===== src/rtl/axis_frame_arbiter.sv =====
// Frame-granular round-robin arbiter: multiplexes NUM_SRC AXI-Stream video sources
// onto one sink, switching sources only on start-of-frame after LINES_PER_FRAME lines.
module axis_frame_arbiter #(
    parameter int unsigned DATA_WIDTH      = 32,
    parameter int unsigned NUM_SRC         = 2,
    parameter int unsigned LINES_PER_FRAME = 480
) (
    input  logic                            clk,
    input  logic                            rst,
    input  logic                            arb_en,
    input  logic [NUM_SRC*DATA_WIDTH-1:0]   s_axis_tdata,
    input  logic [NUM_SRC-1:0]              s_axis_tvalid,
    output logic [NUM_SRC-1:0]              s_axis_tready,
    input  logic [NUM_SRC-1:0]              s_axis_tlast,
    input  logic [NUM_SRC-1:0]              s_axis_tuser,
    output logic [DATA_WIDTH-1:0]           m_axis_tdata,
    output logic                            m_axis_tvalid,
    input  logic                            m_axis_tready,
    output logic                            m_axis_tlast,
    output logic                            m_axis_tuser,
    output logic [$clog2(NUM_SRC)-1:0]      grant_idx,
    output logic                            busy,
    output logic                            frame_done,
    output logic                            sof_err,
    output logic                            drop
);

    localparam int unsigned SRC_W = $clog2(NUM_SRC);
    localparam int unsigned LCW   = $clog2(LINES_PER_FRAME + 1);
    localparam logic [LCW-1:0] LAST_LINE = LCW'(LINES_PER_FRAME - 1);

    localparam logic [0:0] IDLE   = 1'b0;
    localparam logic [0:0] STREAM = 1'b1;

    logic [0:0]            state, state_nxt;
    logic [SRC_W-1:0]      rr_ptr, rr_ptr_nxt;
    logic [SRC_W-1:0]      grant_nxt;
    logic [LCW-1:0]        line_cnt, line_cnt_nxt, line_base;
    logic                  first_beat, first_beat_nxt;
    logic                  frame_done_nxt, sof_err_nxt, drop_nxt;
    logic [NUM_SRC-1:0]    req, flush;
    logic                  found, accept;
    logic [SRC_W-1:0]      winner, scan_idx;
    logic [DATA_WIDTH-1:0] src_data [NUM_SRC];

    assign req   = s_axis_tvalid & s_axis_tuser;
    assign flush = s_axis_tvalid & ~s_axis_tuser;
    assign busy  = (state == STREAM);

    for (genvar i = 0; i < NUM_SRC; i++) begin : g_unpack
        assign src_data[i] = s_axis_tdata[i*DATA_WIDTH +: DATA_WIDTH];
    end

    // State register and registered pulses
    always_ff @(posedge clk or posedge rst) begin
        if (rst) begin
            state      <= IDLE;
            rr_ptr     <= '0;
            grant_idx  <= '0;
            line_cnt   <= '0;
            first_beat <= 1'b0;
            frame_done <= 1'b0;
            sof_err    <= 1'b0;
            drop       <= 1'b0;
        end else begin
            state      <= state_nxt;
            rr_ptr     <= rr_ptr_nxt;
            grant_idx  <= grant_nxt;
            line_cnt   <= line_cnt_nxt;
            first_beat <= first_beat_nxt;
            frame_done <= frame_done_nxt;
            sof_err    <= sof_err_nxt;
            drop       <= drop_nxt;
        end
    end

    // Next-state, arbitration and stream mux
    always_comb begin
        state_nxt      = state;
        rr_ptr_nxt     = rr_ptr;
        grant_nxt      = grant_idx;
        line_cnt_nxt   = line_cnt;
        first_beat_nxt = first_beat;
        frame_done_nxt = 1'b0;
        sof_err_nxt    = 1'b0;
        drop_nxt       = 1'b0;
        s_axis_tready  = '0;
        m_axis_tdata   = '0;
        m_axis_tvalid  = 1'b0;
        m_axis_tlast   = 1'b0;
        m_axis_tuser   = 1'b0;
        found          = 1'b0;
        winner         = '0;
        scan_idx       = '0;
        accept         = 1'b0;
        line_base      = line_cnt;

        case (state)
            IDLE: begin
                // SOF beats are held for the winner; everything else is flushed
                s_axis_tready = flush;
                drop_nxt      = |flush;
                if (arb_en) begin
                    for (int unsigned k = 0; k < NUM_SRC; k++) begin
                        scan_idx = SRC_W'((32'(rr_ptr) + k) % NUM_SRC);
                        if (!found && req[scan_idx]) begin
                            found  = 1'b1;
                            winner = scan_idx;
                        end
                    end
                end
                if (found) begin
                    grant_nxt      = winner;
                    line_cnt_nxt   = '0;
                    first_beat_nxt = 1'b1;
                    state_nxt      = STREAM;
                end
            end
            default: begin
                m_axis_tdata             = src_data[grant_idx];
                m_axis_tvalid            = s_axis_tvalid[grant_idx];
                m_axis_tlast             = s_axis_tlast[grant_idx];
                m_axis_tuser             = s_axis_tuser[grant_idx];
                s_axis_tready[grant_idx] = m_axis_tready;
                accept = s_axis_tvalid[grant_idx] & m_axis_tready;
                if (accept) begin
                    first_beat_nxt = 1'b0;
                    // A stray SOF restarts the line count; its own tlast counts as line one
                    if (s_axis_tuser[grant_idx] && !first_beat) begin
                        sof_err_nxt  = 1'b1;
                        line_base    = '0;
                        line_cnt_nxt = '0;
                    end
                    if (s_axis_tlast[grant_idx]) begin
                        if (line_base == LAST_LINE) begin
                            line_cnt_nxt   = '0;
                            rr_ptr_nxt     = SRC_W'((32'(grant_idx) + 32'd1) % NUM_SRC);
                            frame_done_nxt = 1'b1;
                            state_nxt      = IDLE;
                        end else begin
                            line_cnt_nxt = line_base + LCW'(1);
                        end
                    end
                end
            end
        endcase

        if (rst) begin
            s_axis_tready = '0;
            m_axis_tdata  = '0;
            m_axis_tvalid = 1'b0;
            m_axis_tlast  = 1'b0;
            m_axis_tuser  = 1'b0;
        end
    end

endmodule

===== config.mk =====
export PLATFORM = sky130hd
export DESIGN_NAME = axis_frame_arbiter
export DESIGN_NICKNAME = d
export VERILOG_FILES = /design/src/rtl/axis_frame_arbiter.sv
export SDC_FILE = /design/constraint.sdc
export NUM_CORES = 1
export LEC_CHECK = 0
export CORE_MARGIN = 8
export CORE_UTILIZATION = 34
export DETAILED_ROUTE_END_ITERATION = 10
export PLACE_DENSITY = 0.84
export SYNTH_ARGS = -nofsm -noshare
export SYNTH_HDL_FRONTEND = slang
export SYNTH_SLANG_ARGS = --single-unit

===== constraint.sdc =====
create_clock -name clk -period 3.39 [get_ports clk]
set_input_delay 0.678 -clock clk [delete_from_list [all_inputs] [get_ports clk]]
set_output_delay 0.678 -clock clk [all_outputs]
set_load 0.05 [all_outputs]

; After elaboration in Yosys (flattened, before gate mapping)
; Cells that the tools add are included.
[word_totals]
ff_bits = 16
latch_bits = 0
ramBits = 0
rom_bits = 0
inputBits = 74
out_inout_bits = 42
elab_cells = 93
mem_count = 0
[classes]
addsub = 3
n_mul = 0
div_mod_pow = 0
n_lt_le_gt_ge = 5
eq_ne = 2
shift = 0
n_mux = 58
bitwise_logic = 7
reduce_logical = 10
[ops]
columns = operator, count
row1 = $mux W32, 5
row2 = $mux W9, 8
row3 = $mux W1, 42
row4 = $add A9 B1 Y9 const B, 1
row5 = $eq A9 B9 Y1 const B, 1
row6 = $and A2 B2 Y2, 3
row7 = $lt A1 B2 Y1 const B, 3
row8 = $mux W2, 2
row9 = $reduce_and A2 Y1, 2
row10 = $reduce_and A4 Y1, 1
row11 = $logic_and A1 B1 Y1, 3
row12 = $add A1 B1 Y1 const B, 2
row13 = $ge A2 B2 Y1 const B, 1
row14 = $logic_not A1 Y1, 2
row15 = $ne A2 B1 Y1 const B, 1
row16 = $not A1 Y2, 1
row17 = $not A2 Y2, 1
row18 = $reduce_bool A2 Y1, 1
row19 = $reduce_or A2 Y1, 1
row20 = $and A1 B1 Y1, 1
row21 = $demux W1 S1, 1
row22 = $ge A1 B1 Y1 const B, 1
row23 = $not A1 Y1, 1

; Longest topological paths before layout
; Gate-level depths: netlist (run 1).
[logic_depth]
ltp_word = 13
ltp_mapped = 11
ltp_nobuf = 9

; Worst setup path after synthesis (run 1)
; No wires, ideal clock.
[synth_path]
kind = in2out
startpoint = input rst
endpoint = output m_axis_tdata[10]
arrival_time_ps = 2192
required_ps = 2712
setup_slack_ps = 520
path_stages = 4
n_path_buf = 1
path_cell_list = inv_1 > nand2_1 > clkbuf_1 > nor2_1
[synth_via]
elab_chain_cells = 1
[synth_lines]
columns = item, line
row1 = from (decl), 9  ; input logic rst,
row2 = $mux W32, 148  ; if (rst) begin
row3 = to (decl), 16  ; output logic [DATA_WIDTH-1:0] m_axis_tdata,
; Every way passes these cells.

; Worst setup path in the final report (run 1)
[layout_path]
startpoint = input s_axis_tuser[0]
endpoint = register line_cnt[5]
[layout_via]
elab_chain_cells = 13
elab_cells_between_ends = 27
cone_classes = 1 x add/sub / 1 x eq/ne / 19 x mux / 1 x bitwise / 5 x reduce/logical
[layout_lines]
columns = item, line
row1 = from (decl), 15  ; input logic [NUM_SRC-1:0] s_axis_tuser,
row2 = branches (longest 13 deep; another with $add A9 B1 Y9), --
row3 = to (signal assigned), 69  ; line_cnt <= line_cnt_nxt;
row4 = to (decl), 38  ; logic [LCW-1:0] line_cnt, line_cnt_nxt, line_base;
; Several ways; the timed one is not identified. The select of a mux whose other input is x is not followed.
; A chain may end at the register's enable or synchronous reset.

==> impl_metrics.ini, run 1 <==
[timing]
finalCritPeriodShare_pct = 90.4
tns_ns = 0
worstMarginPinSlew_ns = 0.629
max_slew_margin_pct = 58.1
setup_viol = 0
period_minus_slack_ns = 3.07
hold_viol_final = 0
worst_clock_skew_ns = 0.000651
rsz0062_at_grt = no
drv_slew = 0
setup_ws_ns = 0.324
fmax_ghz = 0.326

[die]
rows = 24
die_w_um = 81.9
initial_core_util_pct = 34.6
io_pins = 116
die_area_um2 = 6700
die_h_um = 81.9
coreArea_um2 = 4260

[clocking]
h-tree-depth = 1
numCtsBuffers = 3
cts.clk_slew.worst_paths_ns = 0.06
clkSinkCount = 16
ctsResizeCount = 0
clock_latency_ns = 0.25
clockBufferDepth = 2
hold_buffers = 0
cts_tree = built
cts_root_buffer = clkbuf_8
cts_setup_buffers = 0

[synth]
synth_most_common_cell = nor2_1
synth_top_area_share_pct = 27.1
synth_top_flop_cell = dfrtp_1
async_flop_share_pct = 100
synth.yosys.seq_area_share_pct = 27.1
synth.distinct_cells = 42
synth_area_leader_cell = dfrtp_1
synth_edf_count = 0
netlist_area_um2 = 1480
synth_area_per_cell_um2 = 8.33
synthCells = 177
synthTopCellsByArea = dfrtp_1 27%, mux2i_1 22%, nor2_1 11%
netlist_top_cells_count = 44 x nor2_1, 32 x mux2i_1, 16 x dfrtp_1
synth_warnings = 0
ys_seq_elements = 16
syn_nets = 252

[setup_path]
crit_type = in2reg
crit_arrival_ns = 3.21
endpoint_kind = register
rr_startpoint = grant_idx
cp-start-kind = input pin
r2r_cells = 9
crit_path_cell_trace = clkdlybuf4s50_1 -> mux2i_2 -> or2_1 -> and2_1 -> ha_1 -> nand4_1 -> nor3b_1 -> a211o_2 -> o21ai_0 -> mux2_2
cp_max_fo = 6
cp.required_ns = 3.53
slowest_delay_ns = 0.48
r2r_end = line_cnt[5]
crit_path_top_delay_cell = clkdlybuf4s50_1
reg2reg_slack_ns = 0.81

[detailed_routing]
drc = 0
route.met2.wl_um = 3460
met3_length_um = 408
antenna_left = 0
via_per_inst = 5.15
wl_um = 6160
dr.pass1.iters = 4
vias = 1776
wl_per_cell_um = 17.9
wl_met1_um = 2200
drt_iter0_markers = 117
routed.top_layer = met4

[placed_design]
place_congestion = 0.919
pre_cts_ws_ns = 0.118
port_buffers = 115
hpwlAfterDp_um = 5160

[worst_hold_path]
min-delay-start = line_cnt[6]
holdPathStages = 1
whs_endpoint = line_cnt[6]
hold_class = reg2reg

[global_route]
grt_antenna_before_repair = 0
grt_start_max_net_pins = 39
grt_pass1_vias = 1871
overflow = 0
grt_usage_pct = 17.5
grt_pass1_wl_um = 9170

[cells_and_area]
post-route-util_pct = 72.4
antenna_cells = 0
area_growth_pct = 109
multiInputGateArea_um2 = 1010
nNetsFinal = 369
regArea_um2 = 402
drive_gt1_share_pct = 19.8
fill_cells = 298

[power_and_ir_drop]
power_density_nw_per_um2 = 391
vdd_drop_max_uv = 166
p_leak_uw = 0.00134

[run_status]
status = completed

[run]
cap_violations = 0
[cells in the final DEF (no fill, tap or decap), types with 7 or more instances in the layout]
cell,instances
dfrtp_1,15
mux2i_1,32
nor2_1,44
clkdlybuf4s50_1,78
buf_12,35
o21ai_0,7
nand2_1,7
buf_4,8
[sequential cells by signal, summed over array words and instances, names as in the netlist]
register and flops:
line_cnt 9, busy 1, drop 1, first_beat 1, frame_done 1, grant_idx 1
rr_ptr 1, sof_err 1
[worst max-delay path: cells and delay by family]
family / cells / cell delay, ns
multiplexers: 2 / 0.50
AND/OR/NAND/NOR: 4 / 0.95
buffers and inverters: 1 / 0.48
AO/OA/AOI/OAI: 2 / 0.37
adder cells (fa/ha/maj): 1 / 0.24
[routing by layer]
metal	global-route usage, %	vias to the layer above
met5	0	-
met4	6.67	0
met3	4.92	7
met2	31.3	66
met1	19.0	843
li1	-	860
[area by class of cell]
type	instances	area share (%)
flip-flops and latches	16	13.0
clock buffers	4	1.78
inverters	4	0.487
multi-input cells	148	32.6
well taps	52	2.11
repair buffers	121	50.0
[stage by stage]
step / total power, uW / instances / cell area, um2 / hold WS (ns)
after floorplan: 656 / 177 / 1480 / 0.472
after global placement: 1030 / 341 / 3030 / 0.513
after detailed placement: 1040 / 341 / 3030 / 0.511
after CTS: 1220 / 345 / 3090 / 0.520
after global routing: 1260 / 345 / 3090 / 0.550
final: 1210 / 345 / 3090 / 0.516
[worst max path at each step]
stage	start	endpoint	slack, ns
after global placement	s_axis_tuser[0]	line_cnt[5]	0.21
after floorplan	rst	m_axis_tdata[10]	0.52
after global routing	s_axis_tuser[0]	line_cnt[5]	0.16
after CTS	s_axis_tuser[0]	line_cnt[5]	0.36
after detailed placement	s_axis_tuser[0]	line_cnt[5]	0.12
final	s_axis_tuser[0]	line_cnt[5]	0.32
[cell families (layout without fill, tap and decap cells)]
logic type / Yosys count / after routing / synth area share, %
AND/OR/NAND/NOR: 82 / 82 / 26.5
multiplexers: 38 / 38 / 27.7
XOR/XNOR: 1 / 1 / 0.594
AO/OA/AOI/OAI: 26 / 26 / 12.6
adder cells (fa/ha/maj): 1 / 1 / 0.848
flip-flops: 16 / 16 / 27.1
buffers and inverters: 13 / 129 / 4.58
[report_power, final]
group / total, uW / internal [uW] / switching [uW]
Clock: 171 / 103 / 68.1
Combinational: 813 / 390 / 423
Sequential: 222 / 207 / 14.9
No activity file was read; power rests on OpenSTA's default activity.
==> run 2, diff against run 1 <==
--- a/config.mk
+++ b/config.mk
@@ -5,6 +5,7 @@
 export SDC_FILE = /design/constraint.sdc
 export NUM_CORES = 1
 export LEC_CHECK = 0
+export CAP_MARGIN = 10
 export CORE_MARGIN = 8
 export CORE_UTILIZATION = 34
 export DETAILED_ROUTE_END_ITERATION = 10
==> results of run 2 <==
Same layout as run 1: the final DEF is identical, and so are final timing and power.
